==> src/rtl/shared_reg_arbiter.sv <==
// Round-robin arbiter and write sequencer for a single shared register.
// Define SHARED_REG_PRIORITY_EN to give requester 0 fixed top priority.
module shared_reg_arbiter #(
  parameter int N_REQ       = 4,
  parameter int WIDTH       = 8,
  parameter int HOLD_CYCLES = 2
) (
  input  logic                   clk,
  input  logic                   reset,
  input  logic [N_REQ-1:0]       req,
  input  logic [N_REQ*WIDTH-1:0] wr_data,
  output logic [N_REQ-1:0]       gnt,
  output logic [N_REQ-1:0]       ack,
  output logic [WIDTH-1:0]       q,
  output logic                   busy
);

  localparam int IW = $clog2(N_REQ);

  typedef enum logic [1:0] {
    IDLE    = 2'd0,
    GRANT   = 2'd1,
    RELEASE = 2'd2
  } state_t;

  state_t           state, state_nxt;
  logic [3:0]       cnt, cnt_nxt;
  logic [IW-1:0]    ptr, ptr_nxt;
  logic [IW-1:0]    gidx, gidx_nxt;
  logic [N_REQ-1:0] gnt_nxt, ack_nxt;
  logic [WIDTH-1:0] q_nxt;
  logic             busy_nxt;
  logic [IW-1:0]    win;
  logic [IW-1:0]    ptr_upd;
  logic [N_REQ-1:0] req_sh;
  logic             gnt_req;
  logic [WIDTH-1:0] slice;

  // First asserted request scanning p+1, p+2, ... modulo N_REQ.
  function automatic logic [IW-1:0] rr_pick(input logic [N_REQ-1:0] r,
                                            input logic [IW-1:0]    p);
    logic [IW-1:0]    pick;
    logic             hit;
    logic [N_REQ-1:0] sh;
    int               idx;
    pick = '0;
    hit  = 1'b0;
    for (int k = 1; k <= N_REQ; k++) begin
      idx = (int'(p) + k) % N_REQ;
      sh  = r >> idx;
      if (!hit && sh[0]) begin
        pick = IW'(idx);
        hit  = 1'b1;
      end
    end
    return pick;
  endfunction

  function automatic logic [N_REQ-1:0] onehot(input logic [IW-1:0] i);
    return {{(N_REQ-1){1'b0}}, 1'b1} << i;
  endfunction

  always_comb begin
`ifdef SHARED_REG_PRIORITY_EN
    win     = req[0] ? '0 : rr_pick(req, ptr);
    ptr_upd = (gidx == '0) ? ptr : gidx;
`else
    win     = rr_pick(req, ptr);
    ptr_upd = gidx;
`endif
  end

  assign req_sh  = req >> gidx;
  assign gnt_req = req_sh[0];
  assign slice   = WIDTH'(wr_data >> (int'(gidx) * WIDTH));

  // Next-state and registered-output decode.
  always_comb begin
    state_nxt = state;
    cnt_nxt   = cnt;
    ptr_nxt   = ptr;
    gidx_nxt  = gidx;
    gnt_nxt   = gnt;
    ack_nxt   = '0;
    q_nxt     = q;
    unique case (state)
      IDLE: begin
        if (|req) begin
          gidx_nxt  = win;
          gnt_nxt   = onehot(win);
          cnt_nxt   = 4'd0;
          state_nxt = GRANT;
        end
      end
      GRANT: begin
        cnt_nxt = cnt + 4'd1;
        if (!gnt_req) begin
          gnt_nxt   = '0;
          ptr_nxt   = ptr_upd;
          state_nxt = RELEASE;
        end else if (cnt == 4'(HOLD_CYCLES - 1)) begin
          q_nxt     = slice;
          ack_nxt   = gnt;
          gnt_nxt   = '0;
          ptr_nxt   = ptr_upd;
          state_nxt = RELEASE;
        end
      end
      RELEASE: begin
        gnt_nxt   = '0;
        state_nxt = IDLE;
      end
      default: begin
        gnt_nxt   = '0;
        state_nxt = IDLE;
      end
    endcase
    busy_nxt = (state_nxt != IDLE);
  end

  always_ff @(posedge clk or negedge reset) begin
    if (!reset) begin
      state <= IDLE;
      cnt   <= 4'd0;
      ptr   <= IW'(N_REQ - 1);
      gidx  <= '0;
      gnt   <= '0;
      ack   <= '0;
      q     <= '0;
      busy  <= 1'b0;
    end else begin
      state <= state_nxt;
      cnt   <= cnt_nxt;
      ptr   <= ptr_nxt;
      gidx  <= gidx_nxt;
      gnt   <= gnt_nxt;
      ack   <= ack_nxt;
      q     <= q_nxt;
      busy  <= busy_nxt;
    end
  end

endmodule

==> config.mk <==
export PLATFORM = sky130hd
export DESIGN_NAME = shared_reg_arbiter
export DESIGN_NICKNAME = d
export VERILOG_FILES = /design/src/rtl/shared_reg_arbiter.sv
export SDC_FILE = /design/constraint.sdc
export NUM_CORES = 1
export LEC_CHECK = 0
export ABC_AREA = 1
export CAP_MARGIN = 20
export CORE_MARGIN = 3
export CORE_UTILIZATION = 38
export CTS_BUF_LIST = sky130_fd_sc_hd__clkbuf_8 sky130_fd_sc_hd__clkbuf_16
export CTS_CLUSTER_SIZE = 12
export DETAILED_ROUTE_END_ITERATION = 7
export GPL_ROUTABILITY_DRIVEN = 1
export PLACE_DENSITY = 0.68
export SKIP_LAST_GASP = 1
export SLEW_MARGIN = 10
export SYNTH_ARGS = -nofsm -noshare
export SYNTH_HDL_FRONTEND = slang
export SYNTH_SLANG_ARGS = --single-unit
==> constraint.sdc <==
create_clock -name clk -period 3.4 [get_ports clk]
set_input_delay 0.68 -clock clk [delete_from_list [all_inputs] [get_ports clk]]
set_output_delay 0.68 -clock clk [all_outputs]
set_load 0.05 [all_outputs]
After elaboration in Yosys (flattened, before gate mapping)
Cells that the tools add are included.
Operators by class
  eq/ne operators: 5
  divide/modulo/power cells: 0
  reduce and logical (&&, ||, !) cells: 19
  add/sub/neg operators: 5
  $mul: 0
  $lt $le $gt $ge: 0
  mux-type cells: 22
  bitwise gates (word level): 4
  shift-type cells: 7
Operators with widths (count)
  $shr 4x32->1: 4
  $shr 32x5->8: 1
  $mux 4: 7
  $mux 2: 9
  $pmux 4 s2: 2
  $reduce_and 2->1: 4
  $reduce_or 2->1: 4
  $add 2x1->2 const B: 2
  $add 2x2->2 const B: 2
  $add 4x1->4 const B: 1
  $and 1x1->1 const A: 4
  $eq 4x1->1 const B: 1
  $pmux 2 s2: 1
  $reduce_bool 2->1: 2
  $reduce_or 4->1: 1
  $shl 1x2->4 const A: 1
  $shr 4x2->1: 1
  $logic_and 1x1->1: 3
  $logic_not 1->1: 3
  $mux 1: 3
  $ne 3x3->1 const B: 1
  $reduce_and 3->1: 1
  $eq 2x1->1 const B: 1
  $logic_not 2->1: 1
  2 further kinds: 2
Word-level totals
  memories kept: 0
  latch bits: 0
  memory bits (writable): 0
  ROM bits: 0
  output and inout port bits: 17
  input port bits: 38
  register bits after elaboration: 27

Depth between registers and ports, before layout
Gate-level depths: netlist of run 1.
  depth after elaboration: 17
  depth in mapped cells: 11
  gate-level depth less buffers: 11

Worst setup path before layout of run 1
Ideal clock, no wire load.
  path type: input -> register
  start point: input req[1]
  end point: register q[1]
  required time: 3.273 ns
  arrival: 1.378 ns
  path slack: 1.895 ns
  cell stages on the path: 8
  cell sequence: inv_1 a21oi_1 o21ai_0 nand2_1 nand4_1 buf_2 nand2_1 o21ai_0
On the way
  cells in the longest elaborated chain, start to end: 2
Ends and longest elaborated chain
  start, declared: line 10  | input logic [N_REQ-1:0] req,
  $shr 4x2->1: line 73  | assign req_sh = req >> gidx;
  $reduce_and 3->1 (no source line)
  end signal, assigned: line 138  | q <= q_nxt;
  end, declared: line 14  | output logic [WIDTH-1:0] q,
Every way passes these cells.
A chain may end at the register's enable or synchronous reset.

Worst setup path in the final report of run 1
Same ends and word-level chain as after synthesis.

==> results of run 1 <==
## cell usage after synthesis
cell type	number	area share, %
nand2_1	53	12
inv_1	26	5.8
nor2_1	26	5.8
dfrtp_1	25	37
o21ai_0	23	6.9
nand2_2	13	4.8
nand3_1	9	2.7
o22ai_1	9	3.4
o21ai_1	8	2.4
nand4_1	6	2.2
a21oi_1	4	1.2
buf_4	3	1.3
inv_2	3	0.67
buf_2	2	0.60
clkbuf_1	2	0.45
dfstp_2	2	3.1
ha_1	2	1.5
nand2_4	2	1.3
a21boi_2	1	0.67
buf_6	1	0.67
clkbuf_2	1	0.30
nand3_2	1	0.60
nand3b_1	1	0.45
nand4_2	1	0.75
nor2_2	1	0.37
nor2_4	1	0.67
o21ai_2	1	0.52
o21bai_2	1	0.67
o31ai_1	1	0.45
xor2_1	1	0.52
## flip-flops by register name, summed over array words and instances (netlist names)
name / flops
ptr: 2
gidx: 2
ack: 4
state: 2
cnt: 4
busy: 1
q: 8
gnt: 4
## cell type report
cell class              instances  area share, %
repair buffers                 56           24.3
flip-flops and latches         27           29.7
inverters                      29           4.76
clock inverters                 1          0.219
well taps                      50           2.74
clock buffers                   3           1.81
multi-input cells             165           36.5
## cells by family (layout without fill, tap and decap cells)
group,after synthesis,in the layout
simple gates,114,114
compound gates,48,48
buf+inv,38,89
xor+xnor,1,1
fa+ha+maj,2,2
flops,27,27
## power by group through the flow
stage | clock, mW | sequential [mW] | combinational, mW
floorplan | 0 | 0.720 | 0.765
global placement | 0 | 0.586 | 1.20
detailed placement | 0 | 0.588 | 1.22
CTS | 0.183 | 0.584 | 1.22
global route | 0.196 | 0.604 | 1.35
finish | 0.176 | 0.581 | 1.21
## how the worst min path moves through the flow
stage / startpoint / endpoint / cells after the start
floorplan: reset / ack[0] / 0
global placement: q[2] / q[2] / 2
detailed placement: q[2] / q[2] / 2
CTS: q[2] / q[2] / 2
global route: q[3] / q[3] / 2
finish: q[2] / q[2] / 2
## through the flow
stage	instance area [µm²]	utilization (%)	total power, mW
final	2290	55.5	1.97
after CTS	2290	55.5	1.99
after detailed placement	2240	54.4	1.81
after floorplan	1680	-	1.49
after global routing	2290	55.5	2.15
after global placement	2240	54.4	1.78
## per-layer routing
metal  track usage, %  routed length [µm]  vias to the layer above
met1             20.6                1960                      724
met5                0                   0                        -
met2             26.9                1810                       47
li1                 -                   -                      843
met4             6.15                  53                        0
met3             2.91                 286                        4
## worst min-delay path: stages, from the launching register on
cell,delay [ns]
dfrtp_1,0.35
nand2_1,0.05
o21ai_0,0.06
==> results.md, run 1 <==
- Crit Reg-Reg Startpoint: gidx[0]
- Area share of fa/ha/maj cells after synthesis: 1.49%
- I/O Pins: 55
- Via/cell ratio: 4.89
- Initial Utilization: 40.8%
- Fill count: 394
- Worst-Margin Slew: 0.723 ns
- Post-Synth Simple-Gate Area: 31.6%
- Remaining DRCs: 0
- Final Wtd Congestion: 0.884
- Net Sw Power: 1.02 mW
- Slew Limit Fails: 0
- Clock power frac: 8.9%
- CP Class: in2reg
- All-Layer GR Usage: 16.1%
- Worst skew pair latency: 0.27 ns
- XOR/XNOR Fraction of Synth Area: 0.522%
- Longest Clk Path Bufs: 2
- Seq cells post-synth: 27
- R2r endpoint: q[1]
- CP Launch Type: primary input
- Peak supply drop: 438 µV
- Vias after detailed routing: 1618
- Synth-to-Final Area Change: 36.2%
- Initial DRT Pass Iterations: 7
- Reg area: 678 µm²
- Final Skew: 0.00425 ns
- Worst path required time: 3.57 ns
- Fraction of final layout cells sized beyond drive strength 1: 11.7%
- Largest family of logic cells by synthesized area: simple AND/OR/NAND/NOR gates
- Chip width: 72.5 µm
- Core area: 0.00412 mm²
- Remaining antenna violation count after routing: 0
- WP data arrival: 2.59 ns
- Most frequent cells in the layout: clkdlybuf4s50_1 (54), nand2_1 (53), inv_1 (26), nor2_1 (26), dfrtp_1 (25)
- Period Utilization, post-route: 71.4%
- Setup_tns: 0 ns
- First-pass GRT wire length: 6620 µm
- Status: finished, final reports clean
- Int Power: 949 µW
- Worst Setup EP: q[1]
- Final worst-path setup slack: 0.973 ns
- CP startpoint: req[1]
- Critical Path Max Stage Delay: 0.57 ns
- Seq pwr share: 29.5%
- DRT Wirelength: 4110 µm
- Placed Cells: 327
- Synth Instances: 230
- Postcts setup bufs: 0
- Warning count from the yosys run: 0
- Worst Path Max Fanout: 20
- Synthesized cell area: 0.00168 mm²
- Unrepaired setup endpoints after global routing: no
- Sink Count: 27
- Cell Pwr Density: 860 mW/mm²
- CP bufs+invs: 2
- Worst hold slack: 0.494 ns
- Post-synthesis sequential area ratio: 40.4%
- Row cnt: 23
- WL per Instance: 12.4 µm
- F_max: 0.412 GHz
- Cell variety after synth: 30
- Sw Share: 51.7%
- Commonest non-fill, non-tap cell in the layout: clkdlybuf4s50_1
- Post-route insts no fill: 331
- Worst path top cell family by delay: simple AND/OR/NAND/NOR gates
- CTS Hold Bufs: 0
- Final critical-path required period: 2.43 ns
- Worst setup EP type: flop
- Final HPWL DP: 3120 µm
- Vias in the first global route: 1427
- Crit-path slowest cell: nand4_1
- H-Tree Depth: 1
- Mapped Nets: 270
- Worst reg-to-reg path cell count: 6
- Hold WC Path Type: reg2reg
- Port Buffers: 54
- Gate power share: 61.5%
- R2R setup slack: 1.09 ns
- CP most frequent cell: o21ai_0
- P_leak: 1.09 nW
- Diode count: 0
- Post-synthesis mux area share: 0%
- Die Span Y: 72.5 µm
- Final setup fails: 0
- CP Depth: 7
- Clock transition at the registers of the reported paths: 0.08 ns
- Avg Inst Size Synth: 7.30 µm²
- Setup WS pre-CTS: 0.667 ns
- Initial DRC count: 64
- Layout Nets: 322
- Synth Area in Compound Gates: 16.1%
- CTS tree: done
- Crit-path cells: clkdlybuf4s50_1 -> inv_1 -> a21oi_1 -> o21ai_0 -> nand2_1 -> nand4_1 -> o21ai_0
- Root Driver: clkbuf_8
- Hold Violations, Final: 0
- Largest net degree at the start of global routing: 28
- Die area: 0.00525 mm²
- GR Overflow Total: 0
- Inserted Clock Buffers: 3
- Area of the multi-input gates: 835 µm²
- Slew margin rel.: 51.7%
- Initial antenna violation count: 0
- CTS resizes: 0
- Max_cap viols: 0
Note: power is estimated with default switching activity, not from simulation.
==> inputs of run 2 (changes only) <==
- PLACE_DENSITY: 0.68 -> 0.71
- clock period: 3.4 -> 2.04 ns (I/O delays scaled with it)
==> results.md, run 2 (synthesis gave the netlist of run 1 again) <==
- Initial antenna violation count: 0
- Final setup fails: 0
- Period Utilization, post-route: 92.8%
- CTS Hold Bufs: 0
- CTS tree: done
- Vias after detailed routing: 1672
- Sw Share: 51.5%
- Max_cap viols: 0
- Core area: 0.00412 mm²
- Root Driver: clkbuf_8
- Worst path top cell family by delay: buffers and inverters
- Port Buffers: 54
- Remaining antenna violation count after routing: 0
- Unrepaired setup endpoints after global routing: no
- I/O Pins: 55
- Final HPWL DP: 3290 µm
- Diode count: 0
- Setup WS pre-CTS: 0.144 ns
- Inserted Clock Buffers: 3
- Setup_tns: 0 ns
- GR Overflow Total: 0
- Seq pwr share: 27.9%
- Status: finished, final reports clean
- Remaining DRCs: 0
- P_leak: 1.10 nW
- Initial DRC count: 66
- WL per Instance: 12.8 µm
- First-pass GRT wire length: 7400 µm
- Layout Nets: 326
- Slew margin rel.: 64.5%
- Clock power frac: 8.7%
- Worst path required time: 1.63 ns
- CP Launch Type: flop
- Fraction of final layout cells sized beyond drive strength 1: 13.0%
- Worst Path Max Fanout: 3
- Sink Count: 27
- DRT Wirelength: 4290 µm
- CP bufs+invs: 1
- Final critical-path required period: 1.89 ns
- Final Skew: 0.00620 ns
- Gate power share: 63.4%
- Postcts setup bufs: 0
- Hold Violations, Final: 0
- Initial Utilization: 40.8%
- Chip width: 72.5 µm
- Crit-path slowest cell: clkdlybuf4s50_1
- Most frequent cells in the layout: clkdlybuf4s50_1 (54), nand2_1 (53), inv_1 (26), nor2_1 (26), dfrtp_1 (25)
- Final Wtd Congestion: 0.912
- F_max: 0.528 GHz
- Top reg by flops: q
- Die Span Y: 72.5 µm
- H-Tree Depth: 1
- Row cnt: 23
- Slew Limit Fails: 0
- Clock transition at the registers of the reported paths: 0.09 ns
- Longest Clk Path Bufs: 2
- Vias in the first global route: 1649
- Synth-to-Final Area Change: 38.0%
- CP Class: reg2out
- CTS resizes: 0
- Crit-path cells: clkdlybuf4s50_1
- Largest net degree at the start of global routing: 28
- Hold WC Path Type: reg2reg
- Via/cell ratio: 4.99
- Die area: 0.00525 mm²
- Peak supply drop: 647 µV
- Cell Pwr Density: 1450 mW/mm²
- Max FFs per register: 8
- Critical Path Max Stage Delay: 0.82 ns
- Worst-Margin Slew: 0.531 ns
- Commonest non-fill, non-tap cell in the layout: clkdlybuf4s50_1
- WP data arrival: 1.48 ns
- Int Power: 1.62 mW
- Worst setup EP type: output port
- Worst skew pair latency: 0.26 ns
- Net Sw Power: 1.73 mW
- Final worst-path setup slack: 0.148 ns
- Initial DRT Pass Iterations: 4
- All-Layer GR Usage: 17.4%
-- run 2: per-stage QoR --
| stage | total power, mW | std cells | area, µm² | hold WS [ns] | util, % |
|---|---|---|---|---|---|
| 5_1_grt | 3.67 | 335 | 2320 | 0.530 | 56.3 |
| 4_1_cts | 3.37 | 335 | 2320 | 0.500 | 56.3 |
| 6_report | 3.35 | 335 | 2320 | 0.497 | 56.3 |
| 3_5_place_dp | 3.07 | 331 | 2270 | 0.478 | 55.2 |
| 2_1_floorplan | 2.48 | 230 | 1680 | 0.112 | - |
| 3_3_place_gp | 3.03 | 331 | 2270 | 0.466 | 55.2 |
-- run 2: worst register-to-register path: stages, from the launching register on --
cell     delay (ns)
dfstp_2        0.65
buf_4          0.18
nand2_1        0.06
nand2_2        0.11
nand2_1        0.06
nand2_1        0.14
nand3_2        0.11
nor2_1         0.12
nor2_2         0.06
nand3_1        0.08
nand2_1        0.05
-- run 2: layout make-up --
cell class | instances | area, µm²
fillers | 411 | 1800
well taps | 50 | 62.6
multi-input cells | 165 | 835
flip-flops and latches | 27 | 678
inverters | 29 | 109
clock buffers | 3 | 41.3
repair buffers | 60 | 586
clock inverters | 1 | 5.00
-- run 2: path summary, 6_finish.rpt --
| path | startpoint | end | slack, ns | cells after the start |
|---|---|---|---|---|
| setup / recovery | gnt[0] | gnt[0] | 0.15 | 1 |
| hold / removal | q[1] | q[1] | 0.50 | 2 |
| setup reg to reg | ptr[0] | gnt[1] | 0.32 | 10 |
| hold reg to reg | q[1] | q[1] | 0.50 | 2 |
| max in group asynchronous | reset | ptr[1] | 1.23 | 2 |
| min in group asynchronous | reset | ack[0] | 0.51 | 2 |
-- run 2: power groups by stage --
| stage | clock network [mW] | logic (mW) | registers [mW] |
|---|---|---|---|
| 2_1_floorplan | 0 | 1.28 | 1.20 |
| 3_3_place_gp | 0 | 2.09 | 0.937 |
| 3_5_place_dp | 0 | 2.13 | 0.941 |
| 4_1_cts | 0.302 | 2.14 | 0.932 |
| 5_1_grt | 0.327 | 2.38 | 0.965 |
| 6_report | 0.293 | 2.12 | 0.934 |
-- run 2: routing by layer --
layer / vias to the layer above / GRT usage [%] / share of wire, %
li1: 847 / - / -
met1: 775 / 21.7 / 46
met2: 48 / 31.2 / 46
met3: 2 / 2.91 / 7.8
met4: 0 / 4.10 / 0.84
met5: - / 0 / 0
==> inputs of run 3 (changes only) <==
- CORE_MARGIN: 3 -> 2
==> results.md, run 3 (synthesis gave the netlist of run 1 again) <==
- Vias in the first global route: 1580
- Initial DRT Pass Iterations: 4
- Largest net degree at the start of global routing: 28
- P_leak: 1.10 nW
- Setup_tns: 0 ns
- Worst min-delay path startpoint: q[1]
- Longest Clk Path Bufs: 2
- Worst-Margin Slew: 0.529 ns
- Initial Utilization: 39.1%
- WL per Instance: 12.1 µm
- Crit-path slowest cell: clkdlybuf4s50_1
- Status: finished, final reports clean
- Worst path top cell family by delay: buffers and inverters
- CTS tree: done
- Slew margin rel.: 64.6%
- Cell Pwr Density: 1440 mW/mm²
- R2R setup slack: 0.36 ns
- Tot Pwr: 3.33 mW
- Postcts setup bufs: 0
- Die area: 0.00496 mm²
- H-Tree Depth: 1
- Via/cell ratio: 4.92
- Critical Path Max Stage Delay: 0.82 ns
- Placed Cells: 333
- WHS Endpoint: q[1]
- Vias after detailed routing: 1658
- Final setup fails: 0
- Final critical-path required period: 1.89 ns
- R2r endpoint: gnt[2]
- Hold Violations, Final: 0
- CP Class: reg2out
- Initial DRC count: 76
- Chip width: 70.5 µm
- Fraction of final layout cells sized beyond drive strength 1: 13.0%
- Final Wtd Congestion: 0.893
- Core area: 0.00429 mm²
- Row cnt: 24
- DRT Wirelength: 4070 µm
- Max FFs per register: 8
- Post-layout util: 54.1%
- Setup WS pre-CTS: 0.129 ns
- Final Skew: 0.00303 ns
- WP data arrival: 1.48 ns
- Worst skew pair latency: 0.27 ns
- Initial antenna violation count: 0
- Final worst-path setup slack: 0.150 ns
- Slew Limit Fails: 0
- Synth-to-Final Area Change: 38.3%
- Inserted Clock Buffers: 3
- Post-route insts no fill: 337
- Remaining DRCs: 0
- Port Buffers: 54
- All-Layer GR Usage: 17.7%
- CTS resizes: 0
- Hold WC Path Type: reg2reg
- CP Launch Type: flop
- Diode count: 0
- Layout Nets: 326
- Peak supply drop: 519 µV
- Worst setup EP type: output port
- Final HPWL DP: 3100 µm
- CTS Hold Bufs: 0
- F_max: 0.529 GHz
- GR Overflow Total: 0
- Worst path required time: 1.63 ns
- Crit Reg-Reg Startpoint: ptr[0]
- Commonest non-fill, non-tap cell in the layout: clkdlybuf4s50_1
- Root Driver: clkbuf_8
- Remaining antenna violation count after routing: 0
- Max_cap viols: 0
- Hold path depth: 2
- Fill count: 434
- First-pass GRT wire length: 7160 µm
- Crit-path cells: clkdlybuf4s50_1
- Period Utilization, post-route: 92.6%
- CP bufs+invs: 1
- Die Span Y: 70.5 µm
- Worst reg-to-reg path cell count: 10
- Most frequent cells in the layout: clkdlybuf4s50_1 (54), nand2_1 (53), inv_1 (26), nor2_1 (26), dfrtp_1 (25)
- Clock transition at the registers of the reported paths: 0.09 ns
- Worst Path Max Fanout: 3
- Sink Count: 27
- I/O Pins: 55
- Top reg by flops: q
- Unrepaired setup endpoints after global routing: no
run 3: area by class of cell:
class	instances	area (µm²)	share of cell area, %
clock buffer	3	41.3	1.78
clock inverter	1	7.51	0.323
inverter	29	109	4.69
multi-input combinational	165	835	36.0
sequential	27	678	29.2
tap	52	65.1	2.80
timing repair buffer	60	586	25.2
run 3: how the worst max path moves through the flow:
stage	start	endpoint	slack, ns	cells after the start
after detailed placement	req[1]	q[1]	0.13	9
after CTS	gnt[2]	gnt[2]	0.13	1
after global routing	gnt[2]	gnt[2]	0.10	1
after floorplan	ptr[0]	gnt[1]	0.61	10
after global placement	req[0]	gnt[3]	0.17	6
final	gnt[2]	gnt[2]	0.15	1
run 3: routing by layer:
layer / global-route usage (%) / up-vias / part of all wire [%]
li1: - / 854 / -
met1: 23.5 / 752 / 46
met2: 28.9 / 45 / 47
met3: 2.60 / 7 / 5.5
met4: 6.84 / 0 / 1.8
met5: 0 / - / 0
run 3: per-stage QoR:
step,hold slack (ns),cell area (µm²)
final,0.491,2320
after global routing,0.515,2320
after global placement,0.471,2270
after CTS,0.494,2320
after floorplan,0.112,1680
after detailed placement,0.472,2270
run 3: where the power goes:
part	leakage [nW]	switching, mW	internal (mW)	total (mW)
registers	0.346	0.169	0.739	0.908
logic	0.733	1.37	0.749	2.12
clock network	0.0217	0.163	0.139	0.302
total	1.10	1.70	1.63	3.33
